File: src/rtl/ex_muldiv_pkg.sv
// Shared encodings for the EX-stage RV32M multiply/divide unit.
// Holds funct3 op codes, the M-extension funct7, FSM states and iteration count.
package ex_muldiv_pkg;

    localparam int         ITER_COUNT    = 32;
    localparam logic [6:0] FUNCT7_MULDIV = 7'b0000001;

    localparam logic [2:0] F3_MUL    = 3'b000;
    localparam logic [2:0] F3_MULH   = 3'b001;
    localparam logic [2:0] F3_MULHSU = 3'b010;
    localparam logic [2:0] F3_MULHU  = 3'b011;
    localparam logic [2:0] F3_DIV    = 3'b100;
    localparam logic [2:0] F3_DIVU   = 3'b101;
    localparam logic [2:0] F3_REM    = 3'b110;
    localparam logic [2:0] F3_REMU   = 3'b111;

    typedef enum logic [1:0] {
        ST_IDLE = 2'd0,
        ST_BUSY = 2'd1,
        ST_DONE = 2'd2
    } state_t;

    function automatic logic rs1_signed(input logic [2:0] f3);
        return (f3 == F3_MULH) || (f3 == F3_MULHSU) || (f3 == F3_DIV) || (f3 == F3_REM);
    endfunction

    function automatic logic rs2_signed(input logic [2:0] f3);
        return (f3 == F3_MULH) || (f3 == F3_DIV) || (f3 == F3_REM);
    endfunction

endpackage

File: src/rtl/ex_muldiv_sign_fix.sv
// Conditional two's-complement negation: operand magnitude on the way in,
// sign restoration of product/quotient/remainder on the way out. Pure combinational.
module muldiv_sign_fix #(
    parameter int W = 32
) (
    input  logic [W-1:0] val,
    input  logic         neg,
    output logic [W-1:0] res
);

    assign res = neg ? (~val + W'(1)) : val;

endmodule

File: src/rtl/ex_muldiv.sv
// Iterative RV32M multiply/divide: 33-cycle fixed latency, 1 cycle for divide special cases.
// Holds the pipeline via stall_o while busy; flush or reset abandons the op without a done pulse.
module ex_muldiv
    import ex_muldiv_pkg::*;
#(
    parameter int XLEN = 32
) (
    input  logic            clk,
    input  logic            reset,
    input  logic            start_i,
    input  logic [2:0]      funct3_i,
    input  logic [XLEN-1:0] op_a_i,
    input  logic [XLEN-1:0] op_b_i,
    input  logic [4:0]      wr_i,
    input  logic            flush_i,
    output logic            stall_o,
    output logic            done_o,
    output logic [XLEN-1:0] result_o,
    output logic [4:0]      wr_o
);

    localparam logic [XLEN-1:0] INT_MIN = {1'b1, {(XLEN-1){1'b0}}};

    state_t            state_q;
    state_t            state_d;
    logic [5:0]        cnt_q;
    logic [2*XLEN-1:0] acc_q;
    logic [XLEN-1:0]   opb_q;
    logic [2:0]        f3_q;
    logic              neg_lo_q;
    logic              neg_rem_q;
    logic [4:0]        wr_q;

    logic              accept;
    logic              last_iter;
    logic              a_neg;
    logic              b_neg;
    logic [XLEN-1:0]   a_mag;
    logic [XLEN-1:0]   b_mag;
    logic              div_zero;
    logic              div_ovf;
    logic              special;
    logic [XLEN-1:0]   special_res;

    assign accept    = start_i & ~flush_i;
    assign last_iter = (cnt_q == 6'(ITER_COUNT - 1));

    // Input side: both operands reduced to magnitudes before iterating
    assign a_neg = rs1_signed(funct3_i) & op_a_i[XLEN-1];
    assign b_neg = rs2_signed(funct3_i) & op_b_i[XLEN-1];

    muldiv_sign_fix #(.W(XLEN)) u_mag_a (.val(op_a_i), .neg(a_neg), .res(a_mag));
    muldiv_sign_fix #(.W(XLEN)) u_mag_b (.val(op_b_i), .neg(b_neg), .res(b_mag));

    assign div_zero = funct3_i[2] && (op_b_i == '0);
    assign div_ovf  = ((funct3_i == F3_DIV) || (funct3_i == F3_REM)) &&
                      (op_a_i == INT_MIN) && (op_b_i == '1);
    assign special  = div_zero | div_ovf;

    always_comb begin
        special_res = '0;
        if (div_zero) begin
            special_res = funct3_i[1] ? op_a_i : '1;
        end else begin
            special_res = funct3_i[1] ? '0 : INT_MIN;
        end
    end

    // One iteration step. Multiply: acc = {partial, multiplier} shifting right.
    // Divide: acc = {remainder, dividend/quotient} shifting left.
    logic [XLEN:0]     mul_sum;
    logic [XLEN:0]     rem_sh;
    logic              rem_ge;
    logic [XLEN-1:0]   rem_sub;
    logic [2*XLEN-1:0] mul_nxt;
    logic [2*XLEN-1:0] div_nxt;
    logic [2*XLEN-1:0] acc_nxt;

    assign mul_sum = {1'b0, acc_q[2*XLEN-1:XLEN]} + (acc_q[0] ? {1'b0, opb_q} : '0);
    assign mul_nxt = {mul_sum, acc_q[XLEN-1:1]};

    assign rem_sh  = acc_q[2*XLEN-1:XLEN-1];
    assign rem_ge  = rem_sh >= {1'b0, opb_q};
    assign rem_sub = rem_sh[XLEN-1:0] - opb_q;
    assign div_nxt = rem_ge ? {rem_sub, acc_q[XLEN-2:0], 1'b1}
                            : {rem_sh[XLEN-1:0], acc_q[XLEN-2:0], 1'b0};

    assign acc_nxt = f3_q[2] ? div_nxt : mul_nxt;

    // Output side: sign applied to the value the final iteration produces
    logic [2*XLEN-1:0] prod_fix;
    logic [XLEN-1:0]   qr_raw;
    logic              qr_neg;
    logic [XLEN-1:0]   qr_fix;
    logic [XLEN-1:0]   final_res;

    assign qr_raw = f3_q[1] ? acc_nxt[2*XLEN-1:XLEN] : acc_nxt[XLEN-1:0];
    assign qr_neg = f3_q[1] ? neg_rem_q : neg_lo_q;

    muldiv_sign_fix #(.W(2*XLEN)) u_fix_prod (.val(acc_nxt), .neg(neg_lo_q), .res(prod_fix));
    muldiv_sign_fix #(.W(XLEN))   u_fix_qr   (.val(qr_raw),  .neg(qr_neg),   .res(qr_fix));

    always_comb begin
        final_res = qr_fix;
        case (f3_q)
            F3_MUL:                       final_res = prod_fix[XLEN-1:0];
            F3_MULH, F3_MULHSU, F3_MULHU: final_res = prod_fix[2*XLEN-1:XLEN];
            default:                      final_res = qr_fix;
        endcase
    end

    always_ff @(posedge clk or posedge reset) begin
        if (reset) begin
            state_q <= ST_IDLE;
        end else begin
            state_q <= state_d;
        end
    end

    always_comb begin
        state_d = state_q;
        stall_o = 1'b0;
        done_o  = 1'b0;
        case (state_q)
            ST_IDLE: begin
                if (accept) begin
                    stall_o = 1'b1;
                    state_d = special ? ST_DONE : ST_BUSY;
                end
            end
            ST_BUSY: begin
                if (flush_i) begin
                    state_d = ST_IDLE;
                end else begin
                    stall_o = 1'b1;
                    if (last_iter) begin
                        state_d = ST_DONE;
                    end
                end
            end
            ST_DONE: begin
                done_o  = ~flush_i;
                state_d = ST_IDLE;
            end
            default: state_d = ST_IDLE;
        endcase
        // start_i may be high while reset is held; never stall the pipe then
        if (reset) begin
            stall_o = 1'b0;
        end
    end

    always_ff @(posedge clk or posedge reset) begin
        if (reset) begin
            cnt_q     <= '0;
            acc_q     <= '0;
            opb_q     <= '0;
            f3_q      <= '0;
            neg_lo_q  <= 1'b0;
            neg_rem_q <= 1'b0;
            wr_q      <= '0;
            result_o  <= '0;
            wr_o      <= '0;
        end else begin
            case (state_q)
                ST_IDLE: begin
                    if (accept) begin
                        f3_q      <= funct3_i;
                        wr_q      <= wr_i;
                        opb_q     <= b_mag;
                        neg_lo_q  <= a_neg ^ b_neg;
                        neg_rem_q <= a_neg;
                        cnt_q     <= '0;
                        acc_q     <= {{XLEN{1'b0}}, a_mag};
                        if (special) begin
                            result_o <= special_res;
                            wr_o     <= wr_i;
                        end
                    end
                end
                ST_BUSY: begin
                    if (flush_i) begin
                        cnt_q <= '0;
                    end else begin
                        acc_q <= acc_nxt;
                        if (last_iter) begin
                            cnt_q    <= '0;
                            result_o <= final_res;
                            wr_o     <= wr_q;
                        end else begin
                            cnt_q <= cnt_q + 6'd1;
                        end
                    end
                end
                default: begin
                end
            endcase
        end
    end

endmodule

File: config.mk
export PLATFORM = sky130hd
export DESIGN_NAME = ex_muldiv
export DESIGN_NICKNAME = d
export VERILOG_FILES = /design/src/rtl/ex_muldiv_pkg.sv /design/src/rtl/ex_muldiv_sign_fix.sv /design/src/rtl/ex_muldiv.sv
export SDC_FILE = /design/constraint.sdc
export NUM_CORES = 1
export LEC_CHECK = 0
export ABC_AREA = 0
export CAP_MARGIN = 20
export CELL_PAD_IN_SITES_DETAIL_PLACEMENT = 1
export CELL_PAD_IN_SITES_GLOBAL_PLACEMENT = 2
export CORE_ASPECT_RATIO = 0.6
export CORE_MARGIN = 5
export CORE_UTILIZATION = 32
export DETAILED_ROUTE_END_ITERATION = 10
export GPL_ROUTABILITY_DRIVEN = 0
export GPL_TIMING_DRIVEN = 0
export PLACE_DENSITY_LB_ADDON = 0.1
export SYNTH_ARGS = -nofsm -noshare
export SYNTH_HDL_FRONTEND = slang
export SYNTH_SLANG_ARGS = --single-unit
File: constraint.sdc
create_clock -name clk -period 5.6 [get_ports clk]
set_clock_uncertainty 0.1 [all_clocks]
set_input_delay 1.12 -clock clk [delete_from_list [all_inputs] [get_ports clk]]
set_output_delay 1.12 -clock clk [all_outputs]
set_load 0.02 [all_outputs]
* Yosys cells after proc, flatten, opt, wreduce, memory -nomap -nowiden
Index checks and enable logic that the tools add are counted.
** Word-level totals
- Register bits :: 151
- Input bits :: 76
- Output and inout port bits :: 39
- Word-level logic and storage cells :: 104
** Operators by class
- Add/subtract/negate cells :: 7
- Magnitude comparators :: 1
- Eq/ne operators :: 17
- Mux-type cells :: 40
- Bitwise gates (word level) :: 10
- Reductions and logical operators :: 19
** Operator list (number)
- $mux 32 :: 12
- $mux 64 :: 5
- $pmux 32 s2 :: 2
- $pmux 64 s2 :: 1
- $add 32x1->32 const B :: 3
- $not 32->32 :: 3
- $add 64x1->64 const B :: 1
- $eq 32x32->1 const B :: 2
- $not 64->64 :: 1
- $add 32x32->33 :: 1
- $ge 33x32->1 :: 1
- $logic_not 32->1 :: 1
- $sub 32x32->32 :: 1
- $mux 5 :: 4
- $mux 6 :: 3
- $pmux 6 s2 :: 1
- $pmux 5 s2 :: 1
- $eq 3x2->1 const B :: 3
- $mux 2 :: 4
- $ne 2x2->1 const B :: 4
- $add 6x1->6 const B :: 1
- $eq 3x1->1 const B :: 2
- $eq 3x3->1 const B :: 2
- $eq 6x5->1 const B :: 1
- other kinds (19) :: 34

* Logic depth before layout (Yosys ltp)
- Depth after elaboration :: 11
- Gate-level depth with buffers :: 23
- Mapped depth without buffers :: 21

* Cells and area by module
A second synthesis with hierarchy kept.
** Second synthesis, totals
- Cells, all modules :: 2137
- Area total of the unflattened synthesis :: 16827.4 µm²
** By module, submodules not included
- ex_muldiv :: instances 1, cells each 1634, area each 12847.3 µm², seq. area each 3778.6 µm²
- muldiv_sign_fix (u_fix_qr ...) :: instances 3, cells each 99, area each 777.0 µm², seq. area each 0.0 µm²
- muldiv_sign_fix (u_fix_prod) :: instances 1, cells each 206, area each 1649.1 µm², seq. area each 0.0 µm²

* Worst setup path before layout
OpenSTA, ideal clock, no wires.
- Path kind :: reg2reg
- From :: register acc_q[61]
- To :: register result_o[10]
- Setup time :: 0.064 ns
- Data arrival time :: 4.448 ns
- Required time :: 5.436 ns
- Setup slack :: 0.988 ns
- Stages on the path, launching flop included :: 22
- Path buffers :: 1
- Period minus slack after synthesis :: 4.612 ns
- Cell sequence :: dfrtp_1 -> ha_1 -> a21o_1 -> a211o_1 -> a21oi_2 -> o211a_1 -> buf_2 -> a21oi_1 -> a21oi_1 -> ha_1 -> nand4_1 -> nor2_1 -> nand4b_1 -> nor3b_1 -> o221ai_1 -> or4_1 -> or2_1 -> nor3_2 -> o22ai_1 -> a221o_1 -> a31oi_1 -> a21o_1
** On the way
- Longest elaborated chain between the ends :: 11
- Elaborated cells between the ends (all ways) :: 14
- Those cells by class :: add/sub (2); order compare (1); mux (9); bitwise (2)
** RTL lines
- start, declared :: line ex_muldiv.sv:27 : logic [2*XLEN-1:0] acc_q;
- start signal, assigned :: line ex_muldiv.sv:174 : acc_q <= {{XLEN{1'b0}}, a_mag};
- start signal, assigned :: line ex_muldiv.sv:185 : acc_q <= acc_nxt;
- $ge 33x32->1 (*) :: line ex_muldiv.sv:83 : assign rem_ge = rem_sh >= {1'b0, opb_q};
- $mux 64 (*) :: line ex_muldiv.sv:85 : assign div_nxt = rem_ge ? {rem_sub, acc_q[XLEN-2:0], 1'b1}
- $mux 64 (*) :: line ex_muldiv.sv:88 : assign acc_nxt = f3_q[2] ? div_nxt : mul_nxt;
- $mux 32 :: line ex_muldiv.sv:97 : assign qr_raw = f3_q[1] ? acc_nxt[2*XLEN-1:XLEN] : acc_nxt[XLEN-1:0];
- $not 32->32 :: line ex_muldiv_sign_fix.sv:11 : assign res = neg ? (~val + W'(1)) : val;
- $add 32x1->32 :: line ex_muldiv_sign_fix.sv:11
- $mux 32 :: line ex_muldiv_sign_fix.sv:11
- $pmux 32 s2 (*) :: line ex_muldiv.sv:105 : case (f3_q)
- $mux 32 (*) :: line ex_muldiv.sv:186 : if (last_iter) begin
- $mux 32 (*) :: line ex_muldiv.sv:182 : if (flush_i) begin
- $pmux 32 s2 (*) :: line ex_muldiv.sv:165 : case (state_q)
- end signal, assigned :: line ex_muldiv.sv:176 : result_o <= special_res;
- end signal, assigned :: line ex_muldiv.sv:188 : result_o <= final_res;
- end, declared :: line ex_muldiv.sv:18 : output logic [XLEN-1:0] result_o,
Mark *: on every way between the ends. The rest lies on a longest branch, timed or not. The select of a mux whose other input is x is not followed.
A chain may end at the register's enable or synchronous reset.

* Worst setup path after layout
- From :: register f3_q[2]
- To :: register result_o[28]
** On the way
- Longest elaborated chain between the ends :: 9
- Elaborated cells between the ends (all ways) :: 17
- Those cells by class :: add/sub (2); eq/ne (3); mux (8); bitwise (2); reduce/logical (2)
** RTL lines
- start, declared :: line ex_muldiv.sv:29 : logic [2:0] f3_q;
- start signal, assigned :: line ex_muldiv.sv:168 : f3_q <= funct3_i;
- $mux 64 :: line ex_muldiv.sv:88
- $mux 32 :: line ex_muldiv.sv:97
- $not 32->32 :: line ex_muldiv_sign_fix.sv:11
- $add 32x1->32 :: line ex_muldiv_sign_fix.sv:11
- $mux 32 :: line ex_muldiv_sign_fix.sv:11
- $pmux 32 s2 (*) :: line ex_muldiv.sv:105
- $mux 32 (*) :: line ex_muldiv.sv:186
- $mux 32 (*) :: line ex_muldiv.sv:182
- $pmux 32 s2 (*) :: line ex_muldiv.sv:165
Marked as above.

==> out/metrics.csv <==
metric;value;unit
hold_class;reg -> reg;
syn_inst;2245;
grt_overflow;0;
cp.arrival;5.96;ns
synth_seq_cells;151;
viasPerCell;6.23;
io_pins;115;
cts_root_buf;clkbuf_16;
ctsHoldBuffers;0;
yosysMostFrequentCell;nand2_1;
rr_worst_depth;20;
min_from;wr_q[3]$_DFFE_PP0P_;
worst_slack;-0.122;ns
die_area;56600;um^2
report.final.hold_viol_count;0;
area_growth;23.2;%
grt_pass1_vias;19245;
htreeDepth;4;
drt-total-wl;90500;um
violations;negative setup slack;
initial_utilization;32.4;%
cts_num_sinks;151;
place_ws;-2.77;ns
rows;64;
leakage;0.00829;uW
synth_area_per_cell;7.38;um^2
antenna_found_initial;2;
drc;0;
rr_endpoint;result_o[28]$_DFFE_PP0P_;
period_share;102;%
slew_headroom;14.3;%
synth_common_cells;nand2_1 (281), o21ai_0 (227), a21oi_1 (193), nor2_1 (185), dfrtp_1 (151);
tightest_slew;1.28;ns
path_max_fanout;10;
power.density;544;nW/um^2
synth.distinct_cells;102;
rsz0062_at_grt;yes;
numCtsBuffers;17;
whs_path_depth;2;
coreArea;51100;um^2
hold_slack;0.380;ns
power;11100;uW
clockBufferDepth;2;
fin_nets;2578;
yosysWarningCount;0;
cts_tree;done;
seq_area_frac_synth;22.8;%
synthTopCellsByArea;dfrtp_1 (23%), o21ai_0 (6.9%), nand2_1 (6.4%), a21oi_1 (5.8%), ha_1 (5.3%);
setup_violations;9;
netlist_area;16600;um^2
max_freq;175;MHz
drtIter0Drc;2017;
utilization;40.0;%
synthFlopType;dfrtp_1;
worst_setup_path_end_kind;flop;
cap_viol_max_count;0;
yosysTopAreaCell;dfrtp_1;
clk_latency;0.47;ns
path_clk_slew;0.08;ns
async_flop_share;100;%
port_buffers;114;
crit_type;reg -> reg;
vias;19550;
hpwl;73000;um
grt_max_degree;84;
peakVddDrop;0.000308;V
yosysTopAreaCellShare;22.8;%
nFillCells;6289;
r2r_slack;-0.12;ns
maxSlewViolCount;0;
outcome;finished with violations;
period_needed;5.72;ns
die_h;186;um
firstDrtPassIters;5;
hold_end;wr_q[3]$_DFFE_PP0P_;
grt_pass1_wl;130000;um
worstPathRequired;5.83;ns
fp.dieW;304;um
wire_per_inst;28.8;um
syn_nets;2393;
synth-edff-count;0;
grtUsageTotal;30.8;%
antenna_left;0;
cp-start-kind;flop;
drive_gt1_share;12.4;%
r2r_start;f3_q[2]$_DFFE_PP0P_;
[per-layer routing]
layer  share of wire, %  global-route usage [%]  vias up
met4                1.2                    4.87        2
met3                 13                    12.9       71
met1                 48                    46.4     9956
met5               0.15                       0        -
li1                   -                       -     8625
met2                 38                    41.0      896
[stage by stage]
step	setup TNS [ns]	instance area, um^2	instances
6_report	-0.304	20400	3139
3_3_place_gp	-442.68	18600	3052
2_1_floorplan	0	16600	2245
5_1_grt	-0.897	20400	3136
4_1_cts	0	19700	3106
3_5_place_dp	-53.86	18700	3057
[critical path: stages, from the launching register on]
cell	delay [ns]
dfrtp_1	0.33
buf_4	0.24
clkinvlp_4	0.17
clkbuf_4	0.27
buf_2	0.31
buf_4	0.28
clkbuf_4	0.28
a21oi_4	0.22
ha_4	0.16
nand4_1	0.20
nor2_2	0.25
nand4b_1	0.23
nor3b_4	0.43
o221ai_2	0.18
or4_4	0.62
nor2_4	0.21
nand2b_4	0.17
o31ai_4	0.27
xnor2_2	0.12
a221oi_2	0.32
o21ai_1	0.15
[layout by cell type, fill, tap and decap left out, drive strengths merged, types with 16 or more instances in the layout]
cell type      instances
inv                   76
ha                    70
a221oi                24
nor2                 187
xnor2                 88
or3                   16
mux2                  19
a31oi                 41
dfrtp                151
nor3                  64
a211oi                22
nor4                  21
a22o                  18
clkbuf               103
nand4                 36
a21o                  33
nor2b                 16
a21oi                195
nand2b                22
o21a                  16
clkdlybuf4s50        114
o31ai                 34
nand2                282
and2                  46
nand3                 42
o21ai                253
o211ai                32
xor2                  75
and3                  16
buf                   94
mux2i                 40
[logic make-up (layout without fill, tap and decap cells)]
family | after synthesis | in the layout | synth area share [%]
AO/OA/AOI/OAI | 790 | 790 | 30.6
other | 0 | 3 | 0
flip-flops | 151 | 151 | 22.8
adder cells (fa/ha/maj) | 72 | 72 | 5.53
AND/OR/NAND/NOR | 808 | 808 | 23.8
buffers and inverters | 202 | 400 | 4.91
multiplexers | 59 | 59 | 3.73
XOR/XNOR | 163 | 163 | 8.61
[layout make-up]
class                      instances  area (um^2)  share of cell area (%)
multi-input combinational       1892        12600                    62.0
inverter                          73          285                    1.40
antenna                            3         7.51                  0.0368
buffer                           125          599                    2.94
clock inverter                    14          141                   0.693
timing repair buffer             170         1630                    7.99
sequential                       151         3790                    18.6
tap                              693          867                    4.25
clock buffer                      18          439                    2.15
[timing repair]
| item | 4_1_cts | 5_1_grt |
|---|---|---|
| setup endpoints to repair | 34 | 37 |
| setup buffers | 19 | 32 |
| resized for setup | 95 | 89 |
| pin swaps | 15 | 49 |
| endpoints found under the hold margin | 0 | 0 |
[registers in the layout, indices dropped and copies added, names as in the netlist, 2 cells and up]
name,flops
f3_q,3
opb_q,32
wr_o,5
state_q,2
cnt_q,6
acc_q,64
result_o,32
wr_q,5
[worst max path at each step]
stage                               from                        to  slack [ns]
global route        opb_q[2]$_DFFE_PP0P_  result_o[22]$_DFFE_PP0P_       -0.14
global placement     f3_q[2]$_DFFE_PP0P_  result_o[28]$_DFFE_PP0P_       -2.82
CTS                 opb_q[1]$_DFFE_PP0P_  result_o[31]$_DFFE_PP0P_       0.005
finish               f3_q[2]$_DFFE_PP0P_  result_o[28]$_DFFE_PP0P_       -0.12
floorplan                          reset      acc_q[0]$_DFFE_PP0P_        0.32
detailed placement   f3_q[2]$_DFFE_PP0P_  result_o[28]$_DFFE_PP0P_       -2.77
[power by group]
| part | internal (uW) | switching (uW) |
|---|---|---|
| Clock | 636 | 594 |
| Sequential | 1340 | 412 |
| Combinational | 2790 | 5320 |
No activity file was read; power rests on OpenSTA's default activity.
